## src/rtl/pattern_pkg.sv

```systemverilog
// Shared definitions for the pattern serializer and the 0-then-1 detectors.
package pattern_pkg;

   typedef enum logic [1:0] {
      ST_IDLE  = 2'd0,
      ST_SHIFT = 2'd1,
      ST_GAP   = 2'd2
   } pat_state_t;

   // Level of the serial line whenever no word bit is being driven.
   localparam logic IDLE_LEVEL = 1'b1;

   // Width of the inter-word gap down-counter (GAP is at most 15).
   localparam int GAP_W = 4;

endpackage

```

## src/rtl/pattern_hold_buf.sv

```systemverilog
// One-entry holding buffer between the upstream handshake and the shifter.
module pattern_hold_buf #(
   parameter int WIDTH = 8
) (
   input  logic             clk,
   input  logic             reset,
   input  logic             wr,
   input  logic [WIDTH-1:0] wr_data,
   input  logic             rd,
   output logic             full,
   output logic [WIDTH-1:0] data
);

   // A write only lands in an empty entry; a read only frees a full one, so
   // a coincident write/read never loses the word being read.
   always_ff @(posedge clk or negedge reset) begin
      if (!reset) begin
         full <= 1'b0;
         data <= '0;
      end else if (wr && !full) begin
         full <= 1'b1;
         data <= wr_data;
      end else if (rd && full) begin
         full <= 1'b0;
      end
   end

endmodule

```

## src/rtl/pattern_serializer.sv

```systemverilog
// Parallel-in, MSB-first serial pattern transmitter with 0->1 edge counter.
//
//   state    | meaning
//   ---------+--------------------------------------------------------------
//   ST_IDLE  | line idles high, waiting for a buffered word
//   ST_SHIFT | word bits on ser_out, bitcnt counts down to the LSB
//   ST_GAP   | line held high, gapcnt counts down the inter-word gap
module pattern_serializer
   import pattern_pkg::*;
#(
   parameter int WIDTH = 8,
   parameter int GAP   = 2,
   parameter int CNT_W = 16
) (
   input  logic             clk,
   input  logic             reset,
   input  logic             in_valid,
   input  logic [WIDTH-1:0] in_data,
   output logic             in_ready,
   input  logic             clr_count,
   output logic             ser_out,
   output logic             word_done,
   output logic             busy,
   output logic [CNT_W-1:0] pattern_count
);

   localparam int BW = $clog2(WIDTH);
   localparam logic [BW-1:0]    BIT_LD  = BW'(WIDTH - 1);
   localparam logic [BW-1:0]    BIT_ONE = BW'(1);
   localparam logic [GAP_W-1:0] GAP_LD  = (GAP > 0) ? GAP_W'(GAP - 1) : '0;
   localparam logic [GAP_W-1:0] GAP_ONE = GAP_W'(1);
   localparam logic [CNT_W-1:0] CNT_ONE = CNT_W'(1);
   localparam bit               HAS_GAP = (GAP > 0);

   pat_state_t       state, state_nxt;
   logic [WIDTH-1:0] shreg;
   logic [BW-1:0]    bitcnt;
   logic [GAP_W-1:0] gapcnt;
   logic             buf_full;
   logic [WIDTH-1:0] buf_data;
   logic             bitcnt_tc, gapcnt_tc;
   logic             load, shift, gap_ld, gap_dec;
   logic             ser_nxt, done_nxt;
   logic             rise;

   assign in_ready  = !buf_full;
   assign busy      = (state != ST_IDLE) || buf_full;
   assign bitcnt_tc = (bitcnt == '0);
   assign gapcnt_tc = (gapcnt == '0);
   assign rise      = !ser_out && ser_nxt;

   pattern_hold_buf #(.WIDTH(WIDTH)) u_hold_buf (
      .clk     (clk),
      .reset   (reset),
      .wr      (in_valid && in_ready),
      .wr_data (in_data),
      .rd      (load),
      .full    (buf_full),
      .data    (buf_data)
   );

   // State register.
   always_ff @(posedge clk or negedge reset) begin
      if (!reset) state <= ST_IDLE;
      else        state <= state_nxt;
   end

   // Next-state decode.
   always_comb begin
      state_nxt = state;
      case (state)
         ST_IDLE: begin
            if (buf_full) state_nxt = ST_SHIFT;
         end
         ST_SHIFT: begin
            if (bitcnt_tc) begin
               if (HAS_GAP)       state_nxt = ST_GAP;
               else if (buf_full) state_nxt = ST_SHIFT;
               else               state_nxt = ST_IDLE;
            end
         end
         ST_GAP: begin
            if (gapcnt_tc) state_nxt = buf_full ? ST_SHIFT : ST_IDLE;
         end
         default: state_nxt = ST_IDLE;
      endcase
   end

   // Datapath controls and next values of the registered outputs.
   always_comb begin
      load     = 1'b0;
      shift    = 1'b0;
      gap_ld   = 1'b0;
      gap_dec  = 1'b0;
      ser_nxt  = IDLE_LEVEL;
      done_nxt = 1'b0;
      case (state)
         ST_IDLE: begin
            if (buf_full) begin
               load    = 1'b1;
               ser_nxt = buf_data[WIDTH-1];
            end
         end
         ST_SHIFT: begin
            if (!bitcnt_tc) begin
               shift    = 1'b1;
               ser_nxt  = shreg[WIDTH-2];
               done_nxt = (bitcnt == BIT_ONE);
            end else if (HAS_GAP) begin
               gap_ld = 1'b1;
            end else if (buf_full) begin
               load    = 1'b1;
               ser_nxt = buf_data[WIDTH-1];
            end
         end
         ST_GAP: begin
            if (!gapcnt_tc) begin
               gap_dec = 1'b1;
            end else if (buf_full) begin
               load    = 1'b1;
               ser_nxt = buf_data[WIDTH-1];
            end
         end
         default: ser_nxt = IDLE_LEVEL;
      endcase
   end

   // Shift register, bit/gap down-counters and registered serial outputs.
   always_ff @(posedge clk or negedge reset) begin
      if (!reset) begin
         shreg     <= '0;
         bitcnt    <= '0;
         gapcnt    <= '0;
         ser_out   <= IDLE_LEVEL;
         word_done <= 1'b0;
      end else begin
         if (load) begin
            shreg  <= buf_data;
            bitcnt <= BIT_LD;
         end else if (shift) begin
            shreg  <= shreg << 1;
            bitcnt <= bitcnt - BIT_ONE;
         end
         if (gap_ld)       gapcnt <= GAP_LD;
         else if (gap_dec) gapcnt <= gapcnt - GAP_ONE;
         ser_out   <= ser_nxt;
         word_done <= done_nxt;
      end
   end

   // Saturating 0->1 transition counter; clear beats a coincident increment.
   always_ff @(posedge clk or negedge reset) begin
      if (!reset) begin
         pattern_count <= '0;
      end else if (clr_count) begin
         pattern_count <= '0;
      end else if (rise && (pattern_count != '1)) begin
         pattern_count <= pattern_count + CNT_ONE;
      end
   end

endmodule
```

## config.mk

```make
export PLATFORM = sky130hd
export DESIGN_NAME = pattern_serializer
export DESIGN_NICKNAME = d
export VERILOG_FILES = /design/src/rtl/pattern_pkg.sv /design/src/rtl/pattern_hold_buf.sv /design/src/rtl/pattern_serializer.sv
export SDC_FILE = /design/constraint.sdc
export NUM_CORES = 1
export LEC_CHECK = 0
export CORE_ASPECT_RATIO = 0.9
export CORE_MARGIN = 2
export CORE_UTILIZATION = 40
export DETAILED_ROUTE_END_ITERATION = 16
export GPL_ROUTABILITY_DRIVEN = 0
export MAX_ROUTING_LAYER = met4
export PLACE_DENSITY = 0.6
export SETUP_SLACK_MARGIN = 0.4
export SLEW_MARGIN = 5
export SYNTH_ARGS = -nofsm -noshare
export SYNTH_HDL_FRONTEND = slang
export SYNTH_SLANG_ARGS = --single-unit
```

## constraint.sdc

```tcl
create_clock -name clk -period 2.3 [get_ports clk]
set_clock_uncertainty 0.1 [all_clocks]
set_input_delay 0.69 -clock clk [delete_from_list [all_inputs] [get_ports clk]]
set_output_delay 0.69 -clock clk [all_outputs]
set_load 0.01 [all_outputs]
```

==> results.json, run 1 <==
{
  "status": "completed",
  "synth_nets": 220,
  "fmax_mhz": 486,
  "r2r_setup_slack_ps": 240,
  "ir_drop_uv": 510,
  "pin_count": 32,
  "rows": 25,
  "start_util": 0.409,
  "htreeDepth": 2,
  "synth_seq_cells": 43,
  "ys_warn_count": 0,
  "yosys.area.top_type": "dfrtp_1",
  "via_per_inst": 5.04,
  "antenna_found_initial": 0,
  "cts_hold_buffers": 0,
  "synth_edf_count": 0,
  "die_y_um": 72.9,
  "vias": 1779,
  "synthCells": 203,
  "max_cap_violations": 0,
  "path_clk_slew_ps": 90,
  "die_x_um": 80.6,
  "synth_top_area_share": 0.498,
  "diodes": 0,
  "first_pass_iters": 4,
  "drtIter0Drc": 55,
  "fin_area_um2": 3200,
  "postPlaceCellArea_um2": 2600,
  "critPathCaptureType": "register",
  "cp_max_fo": 5,
  "finalCriticalPeriod_ps": 2060,
  "dpl.hpwl_um": 3010,
  "rsz0062_at_grt": "yes",
  "slew_headroom": 0.724,
  "timing.final.hold_violations": 0,
  "cts_tree": "done",
  "final_nets": 302,
  "startpoint_type": "register",
  "fin_crit_sh": 0.895,
  "crit_required_ps": 2380,
  "setup_viol": 0,
  "drc": 0,
  "r2r_start": "gapcnt[0]",
  "avgSynthCellArea_um2": 10.4,
  "cts_made_buffers": 5,
  "wl_per_cell_um": 14.6,
  "port_buffers": 31,
  "synthTopCellsByArea": "dfrtp_1 (50%), mux2_2 (5.9%), nand2_1 (3.7%)",
  "wirelength_um": 5140,
  "r2r-end": "pattern_count[11]",
  "grt_pass1_vias": 1775,
  "worstSetupPathType": "register to register",
  "core_um2": 5160,
  "synth_flop_cell": "dfrtp_1",
  "cts-root-buf": "clkbuf_8",
  "grt_pass1_wl_um": 8510,
  "slew_violations": 0,
  "clkLatencyLatePin_ps": 290,
  "worst-slew-pin-transition_ps": 410,
  "mostFrequentLayoutCells": "dfrtp_1 (38), buf_4 (38), nand2_1 (20)",
  "power.density_nw_per_um2": 976,
  "clock-sinks": 43,
  "finalSetupTns_ps": 0,
  "die_area_um2": 5880,
  "grt.overflow.total": 0,
  "synth_cell_types": 38,
  "area_growth_pct": 51.3,
  "grt_max_degree": 44,
  "worst_ep_arrival_time_ps": 2130,
  "detail-route-antenna-nets": 0,
  "clk_path_buf_depth": 2,
  "synthesis.area_um2": 2110,
  "hp-class": "primary input to async pin",
  "reg2regPathDepth": 9,
  "total_leakage_power_nw": 1.49,
  "final_util": 0.619,
  "grtUsageTotal": 0.192,
  "postSynth.asyncResetShare": 1.00,
  "drive_gt1_frac": 0.399,
  "ys_seq_area_frac": 0.510
}
## where the power goes
group / total (mW) / leakage, nW / switching, mW / internal (mW)
logic: 1.44 / 0.891 / 0.647 / 0.794
clock network: 0.518 / 0.0516 / 0.272 / 0.246
registers: 1.16 / 0.544 / 0.170 / 0.989
## per-stage QoR
| stage | setup slack, ps | cells | total power [mW] | hold slack [ps] |
|---|---|---|---|---|
| floorplan | 367 | 203 | 1.80 | 294 |
| global placement | 239 | 303 | 2.09 | 363 |
| detailed placement | 226 | 303 | 2.11 | 376 |
| CTS | 188 | 348 | 2.88 | 263 |
| global route | 138 | 353 | 3.33 | 279 |
| finish | 242 | 353 | 3.12 | 252 |
## worst max path at each step
stage / startpoint / cells after the start / endpoint
floorplan: gapcnt[0] / 8 / pattern_count[11]
global placement: gapcnt[0] / 7 / pattern_count[6]
detailed placement: gapcnt[1] / 8 / pattern_count[11]
CTS: u_hold_buf.full / 2 / busy
global route: gapcnt[1] / 9 / pattern_count[11]
finish: gapcnt[0] / 9 / pattern_count[11]
## worst max-delay path, stage by stage (launching register included)
cell and delay, ps:
dfrtp_1 360, inv_1 50, ha_2 180, nor3b_4 150, o221a_4 310, clkinv_4 70
nand4_4 130, buf_6 170, nor3_4 120, mux2_4 310
## sequential cells by signal, indices dropped and copies added, names as in the netlist
name and cells:
pattern_count 16, u_hold_buf.data 8, shreg 7, gapcnt 4, bitcnt 3, state 2, ser_out 1, u_hold_buf.full 1
word_done 1
## metal layers
metal	vias up	GRT usage	routed length, um
li1	881	-	-
met1	870	0.261	2410
met2	22	0.301	2550
met3	6	0.0359	125
met4	0	0.0433	68
met5	-	-	0
## cell usage after synthesis (all sizes together), types with 5 or more instances
master and number:
nor3b 6, or3 7, ha 5, mux2 12, nor3 6, xnor2 5, nand2 21, nor2b 6
a22oi 5, nor2 18, dfrtp 42, nand4 7, a21oi 7, inv 7, o21ai 9
## cell type report
class / count / area (um2)
clock buffers: 6 / 82.6
clock inverters: 2 / 13.8
fillers: 448 / 1970
inverters: 8 / 35.0
multi-input cells: 146 / 1180
flip-flops and latches: 43 / 1080
well taps: 67 / 83.8
repair buffers: 81 / 718
## repair_timing
| item | CTS | global route |
|---|---|---|
| gates cloned | 0 | 1 |
| endpoints found under the setup margin | 39 | 30 |
| buffers inserted | 37 | 4 |
| gates resized for setup | 44 | 35 |
| hold endpoints to repair | 0 | 0 |
| pin swaps | 19 | 18 |
## cell families after synthesis
kind of cell    after synthesis  share of synthesized area
compound gates               28                     0.0871
xor+xnor                      9                     0.0373
fa+ha+maj                     5                     0.0296
buf+inv                      14                     0.0284
flops                        43                      0.510
mux                          14                     0.0735
simple gates                 90                      0.234
Power figures use the tool's default switching activity.
==> inputs of run 2 (changes only) <==
--- a/config.mk
+++ b/config.mk
@@ -7,11 +7,11 @@
 export LEC_CHECK = 0
 export CORE_ASPECT_RATIO = 0.9
 export CORE_MARGIN = 2
-export CORE_UTILIZATION = 40
+export CORE_UTILIZATION = 45
 export DETAILED_ROUTE_END_ITERATION = 16
 export GPL_ROUTABILITY_DRIVEN = 0
 export MAX_ROUTING_LAYER = met4
-export PLACE_DENSITY = 0.6
+export PLACE_DENSITY = 0.66
 export SETUP_SLACK_MARGIN = 0.4
 export SLEW_MARGIN = 5
 export SYNTH_ARGS = -nofsm -noshare
==> run 2 against run 1 <==
Effect of this change:
- global-route usage increased by 1.4 points
- fmax increased by 1.9%
- total power shrank 5.7%
- combinational power decreased by 8%
- cell count is 3.4% lower
- routed wire length down 3.6%
- critical endpoint is now pattern_count[13]
==> results.json, run 2 (same netlist as run 1, synthesis figures left out) <==
{
  "clk_path_buf_depth": 2,
  "port_buffers": 31,
  "drtIter0Drc": 116,
  "die_x_um": 76.2,
  "grt_pass1_vias": 1705,
  "start_util": 0.470,
  "grt_max_degree": 23,
  "hp-class": "primary input to async pin",
  "setup_viol": 0,
  "startpoint": "gapcnt[1]",
  "max_cap_violations": 0,
  "drive_gt1_frac": 0.366,
  "fmax_mhz": 495,
  "worstSetupPathType": "register to register",
  "top_register": "pattern_count",
  "dr.max_layer_used": "met4",
  "rsz0062_at_grt": "yes",
  "clkPwrFrac": 0.160,
  "first_pass_iters": 5,
  "cts-root-buf": "clkbuf_8",
  "detail-route-antenna-nets": 0,
  "wirelength_um": 4960,
  "path_clk_slew_ps": 80,
  "seq_power_share": 0.390,
  "die_area_um2": 5260,
  "diodes": 0,
  "power.density_nw_per_um2": 957,
  "cp_max_fo": 6,
  "largestRegisters": "pattern_count (16), u_hold_buf.data (8), shreg (7)",
  "via_per_inst": 5.26,
  "drc": 0,
  "final_nets": 295,
  "antenna_found_initial": 0,
  "final_common_cell": "dfrtp_1",
  "slew_headroom": 0.676,
  "vias": 1793,
  "area_growth_pct": 45.5,
  "r2r_start": "gapcnt[1]",
  "wl_per_cell_um": 14.5,
  "status": "completed",
  "fillCellCount": 352,
  "largest_register_ff_count": 16,
  "clkLatencyLatePin_ps": 300,
  "drt-met1-wl_um": 2280,
  "rows": 23,
  "crit_required_ps": 2430,
  "grt_pass1_wl_um": 8090,
  "slew_violations": 0,
  "worst-slew-pin-transition_ps": 486,
  "htreeDepth": 2,
  "dr_wl_met3_um": 186,
  "switchingPower_mw": 1.03,
  "power_mw": 2.94,
  "die_y_um": 69.0,
  "fin_crit_sh": 0.878,
  "dpl.hpwl_um": 2970,
  "finalCriticalPeriod_ps": 2020,
  "grtUsageTotal": 0.206,
  "clock-sinks": 43,
  "ir_drop_uv": 566,
  "sw_frac_of_total": 0.350,
  "timing.final.hold_violations": 0,
  "p_comb_frac": 0.450,
  "internal_power_mw": 1.91,
  "mostFrequentLayoutCells": "dfrtp_1 (38), buf_4 (36), nand2_1 (20)",
  "grt.overflow.total": 0,
  "total_leakage_power_nw": 1.42,
  "core_um2": 4490,
  "wl_met2_um": 2390,
  "finalSetupTns_ps": 0,
  "pin_count": 32,
  "multi_input_area_um2": 1160,
  "startpoint_type": "register",
  "cts_made_buffers": 5,
  "cts_tree": "done",
  "critPathCaptureType": "register",
  "worst_ep_arrival_time_ps": 2150,
  "regArea_um2": 1080
}
run 2: worst max-delay path: stages (launching register included):
cell	delay (ps)
dfrtp_1	360
inv_1	50
ha_2	190
nor3b_4	160
o221a_4	300
clkinv_4	90
nand4_4	140
or4_4	450
a21oi_2	120
run 2: what timing repair did:
action | in CTS | in global routing
setup endpoints to repair | 39 | 29
resized for setup | 40 | 27
hold buffers | 0 | 0
setup buffers | 24 | 7
pin swaps | 8 | 12
gates cloned | 2 | 0
run 2: power by group through the flow:
| stage | sequential [mW] | clock, mW | combinational (mW) |
|---|---|---|---|
| after floorplan | 1.14 | 0 | 0.660 |
| after global routing | 1.18 | 0.517 | 1.46 |
| after CTS | 1.14 | 0.484 | 1.15 |
| final | 1.15 | 0.470 | 1.32 |
| after global placement | 1.17 | 0 | 0.921 |
| after detailed placement | 1.17 | 0 | 0.946 |
run 2: layout make-up:
| cell class | instances | area share |
|---|---|---|
| Clock buffer | 7 | 0.0248 |
| Inverter | 8 | 0.0114 |
| Multi-Input combinational cell | 147 | 0.379 |
| Sequential cell | 43 | 0.352 |
| Timing Repair Buffer | 73 | 0.206 |
| Clock inverter | 1 | 0.00163 |
| Tap cell | 62 | 0.0252 |
run 2: worst paths after layout:
kind                                     end  cells after the start  slack (ps)
min                        pattern_count[14]                      1         240
min reg2reg                         shreg[2]                      2         380
max reg2reg                pattern_count[13]                      8         280
max                        pattern_count[13]                      8         280
min in group clk                    shreg[2]                      2         380
max in group asynchronous            ser_out                      2        1230
run 2: per-stage QoR:
step	cell area, um2	worst slack (ps)	utilization	hold WS [ps]	instances
floorplan	2150	367	-	294	203
global placement	2600	241	0.579	360	300
detailed placement	2600	227	0.579	363	300
CTS	2930	186	0.654	253	334
global route	3070	186	0.685	273	341
finish	3070	280	0.685	245	341
run 2: routing by layer:
metal | GRT usage | vias up
met5 | - | -
met4 | 0.0909 | 0
met3 | 0.0430 | 9
met2 | 0.342 | 40
met1 | 0.249 | 868
li1 | - | 876
==> inputs of run 3 (changes only) <==
--- a/config.mk
+++ b/config.mk
@@ -5,8 +5,7 @@
 export SDC_FILE = /design/constraint.sdc
 export NUM_CORES = 1
 export LEC_CHECK = 0
-export CORE_ASPECT_RATIO = 0.9
-export CORE_MARGIN = 2
+export CORE_MARGIN = 3
 export CORE_UTILIZATION = 45
 export DETAILED_ROUTE_END_ITERATION = 16
 export GPL_ROUTABILITY_DRIVEN = 0
==> run 3 against run 2 <==
Effect of this change:
- cell count decreased by 0.29%
- design area increased by 2.4%
- count of clock-buffer cells in the layout decreased by 1
- setup slack got worse by 11 ps
- clock power increased by 30%
- non-clock buffer count increased by 10
- sequential share of layout area decreased by 0.80 points
- global-route usage decreased by 2.0 points
- core utilization increased by 2.4 points
- combinational power about the same
- via count increased by 1.2%
- critical endpoint unchanged
==> results.json, run 3 (same netlist as run 1, synthesis figures left out) <==
{
  "r2r_start": "gapcnt[0]",
  "finalCriticalPeriod_ps": 2030,
  "critPathCaptureType": "register",
  "slew_violations": 0,
  "worst-slew-pin-transition_ps": 548,
  "drtIter0Drc": 60,
  "path_cells": "inv_1 -> ha_2 -> nor3b_4 -> o221a_4 -> clkinv_4 -> nand4_4 -> or4_4 -> a21oi_2",
  "die_y_um": 74.5,
  "crit_required_ps": 2430,
  "power.density_nw_per_um2": 987,
  "start_util": 0.475,
  "die_x_um": 74.5,
  "rows": 24,
  "cts_tree": "done",
  "startpoint_type": "register",
  "grtUsageTotal": 0.185,
  "cp_max_fo": 8,
  "clk_path_buf_depth": 2,
  "top_register": "pattern_count",
  "clkLatencyLatePin_ps": 300,
  "switchingPower_mw": 1.02,
  "first_pass_iters": 4,
  "reg2regPathDepth": 8,
  "rsz0062_at_grt": "yes",
  "clkPwrFrac": 0.196,
  "slowest_delay_ps": 460,
  "detail-route-antenna-nets": 0,
  "ir_drop_uv": 565,
  "via_per_inst": 5.34,
  "max_cap_violations": 0,
  "pin_count": 32,
  "drive_gt1_frac": 0.396,
  "antenna_found_initial": 0,
  "mostFrequentLayoutCells": "buf_4 (44), dfrtp_1 (37), nand2_1 (21)",
  "fin_hold_ws_ps": 361,
  "largestRegisters": "pattern_count (16), u_hold_buf.data (8), shreg (7)",
  "wl_per_cell_um": 14.6,
  "slew_headroom": 0.635,
  "cts_hold_buffers": 0,
  "final_cells": 340,
  "vias": 1814,
  "port_buffers": 31,
  "grt_pass1_wl_um": 7630,
  "wirelength_um": 4980,
  "clock-sinks": 43,
  "fin_area_um2": 3150,
  "cts-root-buf": "clkbuf_8",
  "final_util": 0.708,
  "status": "completed",
  "seq_power_share": 0.371,
  "slowest_stage": "or4_4",
  "grt.overflow.total": 0,
  "crit_path_end": "pattern_count[13]",
  "r2r_setup_slack_ps": 270,
  "worstSetupPathType": "register to register",
  "path_depth": 8,
  "fin_crit_sh": 0.883,
  "fmax_mhz": 492,
  "drc": 0,
  "place_worst_setup_slack_ps": 201,
  "final_nets": 304,
  "final_common_cell": "buf_4",
  "internal_power_mw": 2.09,
  "r2r-end": "pattern_count[13]",
  "critical-path-top-delay-family": "simple AND/OR/NAND/NOR gates",
  "power_mw": 3.11,
  "cts_made_buffers": 5,
  "startpoint": "gapcnt[0]",
  "diodes": 0,
  "hp-class": "primary input to async pin",
  "grt_max_degree": 44,
  "htreeDepth": 2,
  "total_leakage_power_nw": 1.48,
  "die_area_um2": 5550,
  "dpl.hpwl_um": 2850,
  "largest_register_ff_count": 16,
  "core_um2": 4440,
  "path_clk_slew_ps": 80,
  "dp.cells": 288,
  "setup_slack_ps": 269,
  "timing.final.hold_violations": 0,
  "setup_viol": 0,
  "area_growth_pct": 49.1,
  "p_comb_frac": 0.433,
  "worst_ep_arrival_time_ps": 2160,
  "grt_pass1_vias": 1703,
  "postPlaceCellArea_um2": 2570,
  "sw_frac_of_total": 0.329,
  "finalSetupTns_ps": 0,
  "crit_buf_inv": 2
}
[run 3: timing repair]
item	CTS	global route
pin swaps	7	21
resized for setup	38	37
cloned	0	1
buffers inserted	28	15
endpoints found under the setup margin	39	29
hold endpoints to repair	0	0
[run 3: layout make-up]
type	count	area (um2)
fill	317	1300
timing repair buffer	83	698
multi-input combinational	146	1150
clock buffer	6	82.6
inverter	8	35.0
tap	52	65.1
sequential	43	1080
clock inverter	2	35.0
[run 3: worst min path at each step]
stage | start | slack (ps) | depth (start not counted) | to
6_report | reset | 360 | 2 | bitcnt[2]
5_1_grt | reset | 410 | 2 | gapcnt[1]
4_1_cts | reset | 380 | 2 | bitcnt[2]
3_5_place_dp | shreg[3] | 360 | 2 | shreg[3]
3_3_place_gp | shreg[1] | 360 | 2 | shreg[1]
2_1_floorplan | reset | 290 | 0 | bitcnt[0]
[run 3: power by group through the flow]
| stage | registers, mW | clock network, mW | logic (mW) |
|---|---|---|---|
| floorplan | 1.14 | 0 | 0.660 |
| global placement | 1.17 | 0 | 0.910 |
| detailed placement | 1.17 | 0 | 0.922 |
| CTS | 1.14 | 0.625 | 1.10 |
| global route | 1.18 | 0.664 | 1.47 |
| finish | 1.15 | 0.610 | 1.35 |
[run 3: per-layer routing]
layer	up-vias	track usage	wire, um	part of all wire
met5	-	-	0	0
met4	0	0.0593	67	0.013
met3	5	0.0405	166	0.033
met2	32	0.303	2510	0.51
met1	895	0.228	2230	0.45
li1	882	-	-	-
